===== src/rtl/zports.sv =====
// Port register file behind the ZX-bus interface: synchronised write capture,
// ROM-map / W5300 mode config, chip reset pulse generators and interrupt request.
module zports #(
  parameter int unsigned RST_LEN = 64,
  parameter logic [3:0]  VERSION = 4'h1
) (
  input  logic       fclk,
  input  logic       rst_n,
  input  logic       ports_wrena,
  input  logic       ports_wrstb_n,
  input  logic [1:0] ports_addr,
  input  logic [7:0] ports_wrdata,
  output logic [7:0] ports_rddata,
  output logic [1:0] rommap_win,
  output logic       rommap_ena,
  output logic       w5300_ports,
  output logic       sl811_rst_n,
  output logic       w5300_rst_n,
  input  logic       sl811_intr,
  input  logic       w5300_int_n,
  output logic       int_req
);

  localparam logic [15:0] RST_LOAD = 16'(RST_LEN);

  // stb_sync[1:0] is the 2-flop synchroniser, stb_sync[2] the history flop.
  logic [2:0]  stb_sync;
  logic        wr_evt;
  logic [1:0]  inten;
  logic [1:0]  sl_sync;
  logic [1:0]  w_sync;
  logic [1:0]  trig;
  logic [15:0] cnt_sl, cnt_w;
  logic [15:0] nxt_sl, nxt_w;

  assign wr_evt = stb_sync[2] & ~stb_sync[1] & ports_wrena;
  assign trig   = (wr_evt && ports_addr == 2'b01) ? ports_wrdata[5:4] : 2'b00;

  always_ff @(posedge fclk) begin
    if (!rst_n) begin
      stb_sync    <= 3'b111;
      rommap_ena  <= 1'b0;
      rommap_win  <= 2'b00;
      w5300_ports <= 1'b0;
      inten       <= 2'b00;
    end else begin
      stb_sync <= {stb_sync[1:0], ports_wrstb_n};
      if (wr_evt && ports_addr == 2'b01) begin
        rommap_ena  <= ports_wrdata[0];
        rommap_win  <= ports_wrdata[2:1];
        w5300_ports <= ports_wrdata[3];
      end
      if (wr_evt && ports_addr == 2'b10)
        inten <= ports_wrdata[1:0];
    end
  end

  // A trigger always reloads, so a retrigger while busy stretches the pulse.
  always_comb begin
    nxt_sl = 16'd0;
    nxt_w  = 16'd0;
    if (trig[0])           nxt_sl = RST_LOAD;
    else if (cnt_sl != 0)  nxt_sl = cnt_sl - 16'd1;
    if (trig[1])           nxt_w  = RST_LOAD;
    else if (cnt_w != 0)   nxt_w  = cnt_w - 16'd1;
  end

  always_ff @(posedge fclk) begin
    if (!rst_n) begin
      cnt_sl      <= RST_LOAD;
      cnt_w       <= RST_LOAD;
      sl811_rst_n <= 1'b0;
      w5300_rst_n <= 1'b0;
    end else begin
      cnt_sl      <= nxt_sl;
      cnt_w       <= nxt_w;
      sl811_rst_n <= (nxt_sl == 16'd0);
      w5300_rst_n <= (nxt_w == 16'd0);
    end
  end

  // W5300 interrupt is stored active-high after synchronisation.
  always_ff @(posedge fclk) begin
    if (!rst_n) begin
      sl_sync <= 2'b00;
      w_sync  <= 2'b00;
      int_req <= 1'b0;
    end else begin
      sl_sync <= {sl_sync[0], sl811_intr};
      w_sync  <= {w_sync[0], ~w5300_int_n};
      int_req <= (sl_sync[1] & inten[0]) | (w_sync[1] & inten[1]);
    end
  end

  always_comb begin
    ports_rddata = 8'hFF;
    case (ports_addr)
      2'b00: ports_rddata = 8'hFF;
      2'b01: ports_rddata = {4'b0000, w5300_ports, rommap_win, rommap_ena};
      2'b10: ports_rddata = {6'b000000, inten};
      2'b11: ports_rddata = {VERSION, ~w5300_rst_n, ~sl811_rst_n, w_sync[1], sl_sync[1]};
      default: ports_rddata = 8'hFF;
    endcase
  end

endmodule

===== config.mk =====
export PLATFORM = sky130hd
export DESIGN_NAME = zports
export DESIGN_NICKNAME = d
export VERILOG_FILES = /design/src/rtl/zports.sv
export SDC_FILE = /design/constraint.sdc
export NUM_CORES = 1
export LEC_CHECK = 0
export ABC_AREA = 1
export CORE_UTILIZATION = 55
export CTS_CLUSTER_SIZE = 28
export DETAILED_ROUTE_END_ITERATION = 16
export PLACE_DENSITY = 0.79
export SKIP_CTS_REPAIR_TIMING = 1
export SLEW_MARGIN = 20
export SYNTH_ARGS = -nofsm -noshare
export SYNTH_HDL_FRONTEND = slang
export SYNTH_SLANG_ARGS = --single-unit

===== constraint.sdc =====
create_clock -name fclk -period 2.23 [get_ports fclk]
set_clock_uncertainty 0.15 [all_clocks]
set_input_delay 0.3345 -clock fclk [delete_from_list [all_inputs] [get_ports fclk]]
set_output_delay 0.3345 -clock fclk [all_outputs]
set_load 0.05 [all_outputs]

==> results of run 1 <==
-- power by group --
part	internal, uW	switching (uW)	total, uW
logic	731	1040	1780
registers	1030	169	1200
clock network	367	300	667
total	2130	1510	3650
-- stage by stage --
step / total power, uW / cell area [um2]
after floorplan: 2440 / 2520
after global placement: 2910 / 3070
after detailed placement: 2960 / 3070
after CTS: 3640 / 3190
after global routing: 3950 / 3200
final: 3650 / 3200
-- flip-flops by register name (all words and copies together) (netlist names) --
register / flops
sl811_rst_n: 1
rommap_ena: 1
inten: 2
sl_sync: 2
cnt_sl: 16
w5300_ports: 1
rommap_win: 2
w_sync: 2
w5300_rst_n: 1
stb_sync: 3
cnt_w: 16
int_req: 1
-- kinds of logic after synthesis --
kind of cell               after synthesis
AOI/OAI and AO/OA                       32
DFF                                     48
and+or+nand+nor                        216
adders and majority gates                6
buffers and inverters                   63
xor gates and xnor gates                 6
-- critical path, stage by stage --
cell	delay [ns]
clkdlybuf4s50_1	0.51
buf_4	0.13
inv_1	0.05
ha_1	0.25
inv_1	0.10
o221ai_1	0.17
buf_12	0.19
-- routing by layer --
layer / vias up / GRT usage / wire, um
li1: 1261 / - / -
met1: 1091 / 0.304 / 2600
met2: 58 / 0.417 / 2720
met3: 7 / 0.0523 / 259
met4: 0 / 0.0889 / 75
met5: - / 0 / 0
-- synthesized netlist by cell type --
cell / n / area, um2
or2_2: 3 / 18.8
clkbuf_1: 4 / 15.0
a21oi_1: 11 / 55.1
nor2_2: 4 / 25.0
o21bai_1: 1 / 7.51
nor2_4: 3 / 33.8
inv_1: 51 / 191
ha_1: 6 / 75.1
o211ai_1: 3 / 22.5
nand2_4: 3 / 33.8
a31o_2: 2 / 17.5
inv_2: 1 / 3.75
o21ai_2: 1 / 8.76
o221ai_1: 2 / 17.5
nand3_1: 23 / 115
buf_4: 2 / 15.0
nor2_8: 1 / 20.0
nand4_1: 9 / 56.3
clkinv_1: 2 / 7.51
dfxtp_1: 48 / 961
xor2_1: 6 / 52.6
nand3b_1: 1 / 7.51
buf_2: 2 / 10.0
nand2_2: 1 / 6.26
o31ai_1: 1 / 7.51
nand2_1: 90 / 338
nor3_1: 8 / 40.0
buf_6: 1 / 11.3
o21ai_0: 11 / 55.1
nor2_1: 65 / 244
nand3_2: 5 / 50.1
-- layout make-up --
type	count	share of cell area
Multi-Input combinational cell	260	0.411
Sequential cell	48	0.300
Timing Repair Buffer	54	0.167
Inverter	54	0.0634
Clock buffer	6	0.0258
Tap cell	52	0.0203
Clock inverter	2	0.0121
-- worst min-delay path by stage --
stage                          start         end  slack [ns]  depth (start not counted)
final                      w_sync[0]   w_sync[1]        0.27                          2
after global routing      sl_sync[0]  sl_sync[1]        0.29                          2
after CTS                  w_sync[0]   w_sync[1]        0.27                          2
after detailed placement   w_sync[0]   w_sync[1]        0.24                          2
after global placement    sl_sync[0]  sl_sync[1]        0.25                          2
after floorplan           sl_sync[0]  sl_sync[1]        0.24                          2
==> flow_metrics.py, run 1 <==
metrics = {
    "critical_path": {
        "critPathMaxFanout": 4,
        "r2r_slack_ns": 0.26,
        "reg2regPathDepth": 12,
        "r2r-end": "w5300_rst_n",
        "endpoint_kind": "primary output",
        "setup.worst_path.class": "input port to primary output",
        "cp-start-kind": "input port",
        "startpoint": "ports_addr[0]",
        "cp-endpoint": "ports_rddata[2]",
        "crit_arrival_ns": 1.73,
        "worstPathRequired_ns": 1.75,
        "worstReg2RegStart": "cnt_w[0]",
    },
    "finish": {
        "drive_above_1_share": 0.160,
        "layoutNonFillerInstCount": 476,
        "regArea_um2": 961,
        "multiInputGateArea_um2": 1310,
        "final_cell_mix": "nand2_1, nor2_1, inv_1, dfxtp_1, buf_4",
        "n_fill_cell": 343,
        "mostFrequentLayoutCell": "nand2_1",
        "finish.utilization": 0.729,
        "diodes": 0,
        "syn_to_final_growth_pct": 26.8,
        "nNetsFinal": 445,
    },
    "logic_synthesis": {
        "synth_adder_area_share": 0.0298,
        "syn_area_per_cell_um2": 6.80,
        "synth.yosys.seq_area_share": 0.381,
        "synth_xor_area_frac": 0.0208,
        "ys_warn_count": 0,
        "synth_cell_types": 31,
        "syn_inst": 371,
        "synth_area_um2": 2520,
        "synth_seq_cells": 48,
        "synth-simple-area-share": 0.392,
        "synth_fp_nets": 393,
        "synth_top_family_by_area": "simple AND/OR/NAND/NOR gates",
        "synth_compound_area_frac": 0.0759,
        "synthMuxAreaShare": 0,
    },
    "floorplanning": {
        "io_pins": 31,
        "coreArea_um2": 4380,
        "die_h_um": 69.7,
        "dieArea_um2": 4860,
        "die_x_um": 69.7,
        "row_count": 24,
        "start_util": 0.575,
    },
    "cts": {
        "clkSinkCount": 48,
        "cts_tree": "built",
        "htree_levels": 2,
        "max-clock-path-buffers": 2,
        "clkTransAtPathRegs_ns": 0.09,
        "cts_buffers": 5,
        "cts_root_buf": "clkbuf_8",
        "clock_latency_ns": 0.30,
    },
    "detailed_routing": {
        "ant_nets": 0,
        "wl_per_cell_um": 11.9,
        "drc_errors": 0,
        "wl_um": 5650,
        "routed_via_density": 5.08,
        "dr.first_iter.drc_count": 92,
        "drt_pass1_iterations": 4,
        "via_count": 2417,
    },
    "sta": {
        "fmax_mhz": 451,
        "max_slew_margin": 0.662,
        "finalSetupViolCount": 0,
        "min_period_ns": 2.22,
        "final_hold_viol_count": 0,
        "setup_tns_ns": 0,
        "slew_viol_final": 0,
        "rsz0062_at_grt": "yes",
        "worst_pin_slew_ns": 0.505,
        "min_period_over_period": 0.995,
        "finalWorstSetupSlack_ns": 0.0113,
        "hold_ws_ns": 0.267,
    },
    "status": {
        "status": "complete, no violations",
    },
    "pwr": {
        "peakVddDrop_mv": 0.716,
        "p_per_area_nw_per_um2": 1140,
        "leakage_uw": 0.00153,
    },
    "global_routing": {
        "grt.total_usage": 0.245,
        "antenna_found_initial": 0,
        "grt_max_degree": 18,
        "grt_pass1_wl_um": 9570,
        "grt_pass1_vias": 2282,
        "grt_overflow": 0,
    },
    "placement": {
        "hpwl_um": 4180,
        "placedCellCount": 468,
        "gp_congestion": 0.865,
        "place_ws_ns": -0.131,
        "portBuffers": 28,
    },
    "flow_run": {
        "maxCapViolations": 0,
    },
    "hold_path": {
        "hold_path.class": "register to register",
    },
}
(Power assumes the default switching activity.)
==> run 2: changes to the inputs <==
--- a/config.mk
+++ b/config.mk
@@ -6,10 +6,12 @@
 export NUM_CORES = 1
 export LEC_CHECK = 0
 export ABC_AREA = 1
-export CORE_UTILIZATION = 55
+export CELL_PAD_IN_SITES_DETAIL_PLACEMENT = 0
+export CELL_PAD_IN_SITES_GLOBAL_PLACEMENT = 1
+export CORE_UTILIZATION = 39
 export CTS_CLUSTER_SIZE = 28
 export DETAILED_ROUTE_END_ITERATION = 16
-export PLACE_DENSITY = 0.79
+export PLACE_DENSITY_LB_ADDON = 0.1
 export SKIP_CTS_REPAIR_TIMING = 1
 export SLEW_MARGIN = 20
 export SYNTH_ARGS = -nofsm -noshare
==> run 2 against run 1 <==
Net effect: routed wire length is 2.0% higher; critical path type unchanged; highest routed layer unchanged; flip-flop and latch count unchanged; critical endpoint unchanged; setup slack better by 0.087 ns; non-clock buffer count rose by 2; clock power shrank 16%; design area rose by 0.90%.
==> flow_metrics.py, run 2 (synthesis gave the netlist of run 1 again) <==
metrics = {
    "floorplanning": {
        "io_pins": 31,
        "die_h_um": 82.4,
        "die_x_um": 82.4,
        "row_count": 28,
        "start_util": 0.414,
        "dieArea_um2": 6790,
        "coreArea_um2": 6100,
    },
    "sta": {
        "slew_viol_final": 0,
        "fmax_mhz": 469,
        "min_period_over_period": 0.956,
        "final_hold_viol_count": 0,
        "finalSetupViolCount": 0,
        "worst_pin_slew_ns": 0.531,
        "max_slew_margin": 0.645,
        "finalWorstSetupSlack_ns": 0.0983,
        "min_period_ns": 2.13,
        "rsz0062_at_grt": "no",
    },
    "finish": {
        "layoutNonFillerInstCount": 501,
        "nNetsFinal": 447,
        "top_regs": "cnt_sl x16, cnt_w x16, stb_sync x3",
        "final_cell_mix": "nand2_1, nor2_1, inv_1, dfxtp_1, buf_4",
        "drive_above_1_share": 0.169,
        "mostFrequentLayoutCell": "nand2_1",
        "syn_to_final_growth_pct": 27.9,
        "n_fill_cell": 627,
        "diodes": 0,
    },
    "cts": {
        "htree_levels": 2,
        "max-clock-path-buffers": 2,
        "cts_root_buf": "clkbuf_8",
        "cts_tree": "built",
        "clock_latency_ns": 0.31,
        "cts_buffers": 5,
        "clkSinkCount": 48,
        "clkTransAtPathRegs_ns": 0.09,
    },
    "pwr": {
        "peakVddDrop_mv": 0.640,
        "p_per_area_nw_per_um2": 1100,
        "leakage_uw": 0.00152,
    },
    "detailed_routing": {
        "via_count": 2317,
        "routed_via_density": 4.62,
        "wl_per_cell_um": 11.5,
        "ant_nets": 0,
        "drc_errors": 0,
        "dr.first_iter.drc_count": 62,
        "wl_um": 5770,
        "drt_pass1_iterations": 4,
    },
    "critical_path": {
        "cp-start-kind": "input port",
        "endpoint_kind": "primary output",
        "critPathMaxFanout": 3,
        "setup.worst_path.class": "input port to primary output",
        "crit_arrival_ns": 1.65,
        "worstPathRequired_ns": 1.75,
    },
    "flow_run": {
        "maxCapViolations": 0,
    },
    "global_routing": {
        "grt_pass1_vias": 2127,
        "grt_max_degree": 18,
        "grt.total_usage": 0.184,
        "antenna_found_initial": 0,
        "grt_pass1_wl_um": 9420,
        "grt_overflow": 0,
    },
    "hold_path": {
        "hold_path.class": "register to register",
    },
    "placement": {
        "portBuffers": 28,
        "gp_congestion": 0.789,
        "hpwl_um": 4430,
        "place_ws_ns": -0.0645,
        "placedCellCount": 493,
    },
    "status": {
        "status": "complete, no violations",
    },
}
## run 2: final cells by class
cell class / instances / area (um2) / share of cell area
Sequential cell: 48 / 961 / 0.298
Timing Repair Buffer: 56 / 546 / 0.169
Inverter: 54 / 203 / 0.0628
Clock inverter: 2 / 15.0 / 0.00465
Tap cell: 75 / 93.8 / 0.0291
Clock buffer: 6 / 82.6 / 0.0256
Multi-Input combinational cell: 260 / 1330 / 0.411
## run 2: layer usage
layer  wire [um]  vias to the layer above  track usage
li1            -                     1267            -
met1        3050                     1004        0.241
met2        2430                       41        0.302
met3         242                        5       0.0374
met4          48                        0       0.0579
met5           0                        -            0
## run 2: where the power goes
| group | internal (uW) | switching, uW |
|---|---|---|
| Clock | 252 | 307 |
| Combinational | 737 | 1050 |
| Sequential | 1030 | 168 |
| Total | 2020 | 1520 |
## run 2: metrics by stage
step / instance area [um2] / hold WS (ns) / total power (uW) / TNS (ns) / utilization
after floorplan: 2520 / 0.240 / 2440 / 0 / -
after global placement: 3110 / 0.243 / 2990 / -0.120 / 0.510
after detailed placement: 3110 / 0.255 / 3000 / -0.109 / 0.510
after CTS: 3210 / 0.273 / 3570 / 0 / 0.526
after global routing: 3230 / 0.288 / 3860 / 0 / 0.529
final: 3230 / 0.269 / 3550 / 0 / 0.529
## run 2: worst paths after layout
path,slack (ns),depth (start not counted),end,from
max,0.1,6,ports_rddata[2],ports_addr[0]
min,0.27,1,cnt_sl[0],cnt_sl[0]
max reg2reg,0.25,12,w5300_rst_n,cnt_w[0]
min reg2reg,0.27,1,cnt_sl[0],cnt_sl[0]
## run 2: critical path, cell delays in order
cell and delay (ns):
clkdlybuf4s50_1 0.49, buf_4 0.12, ha_1 0.22, inv_1 0.10
o221ai_2 0.22, buf_12 0.17
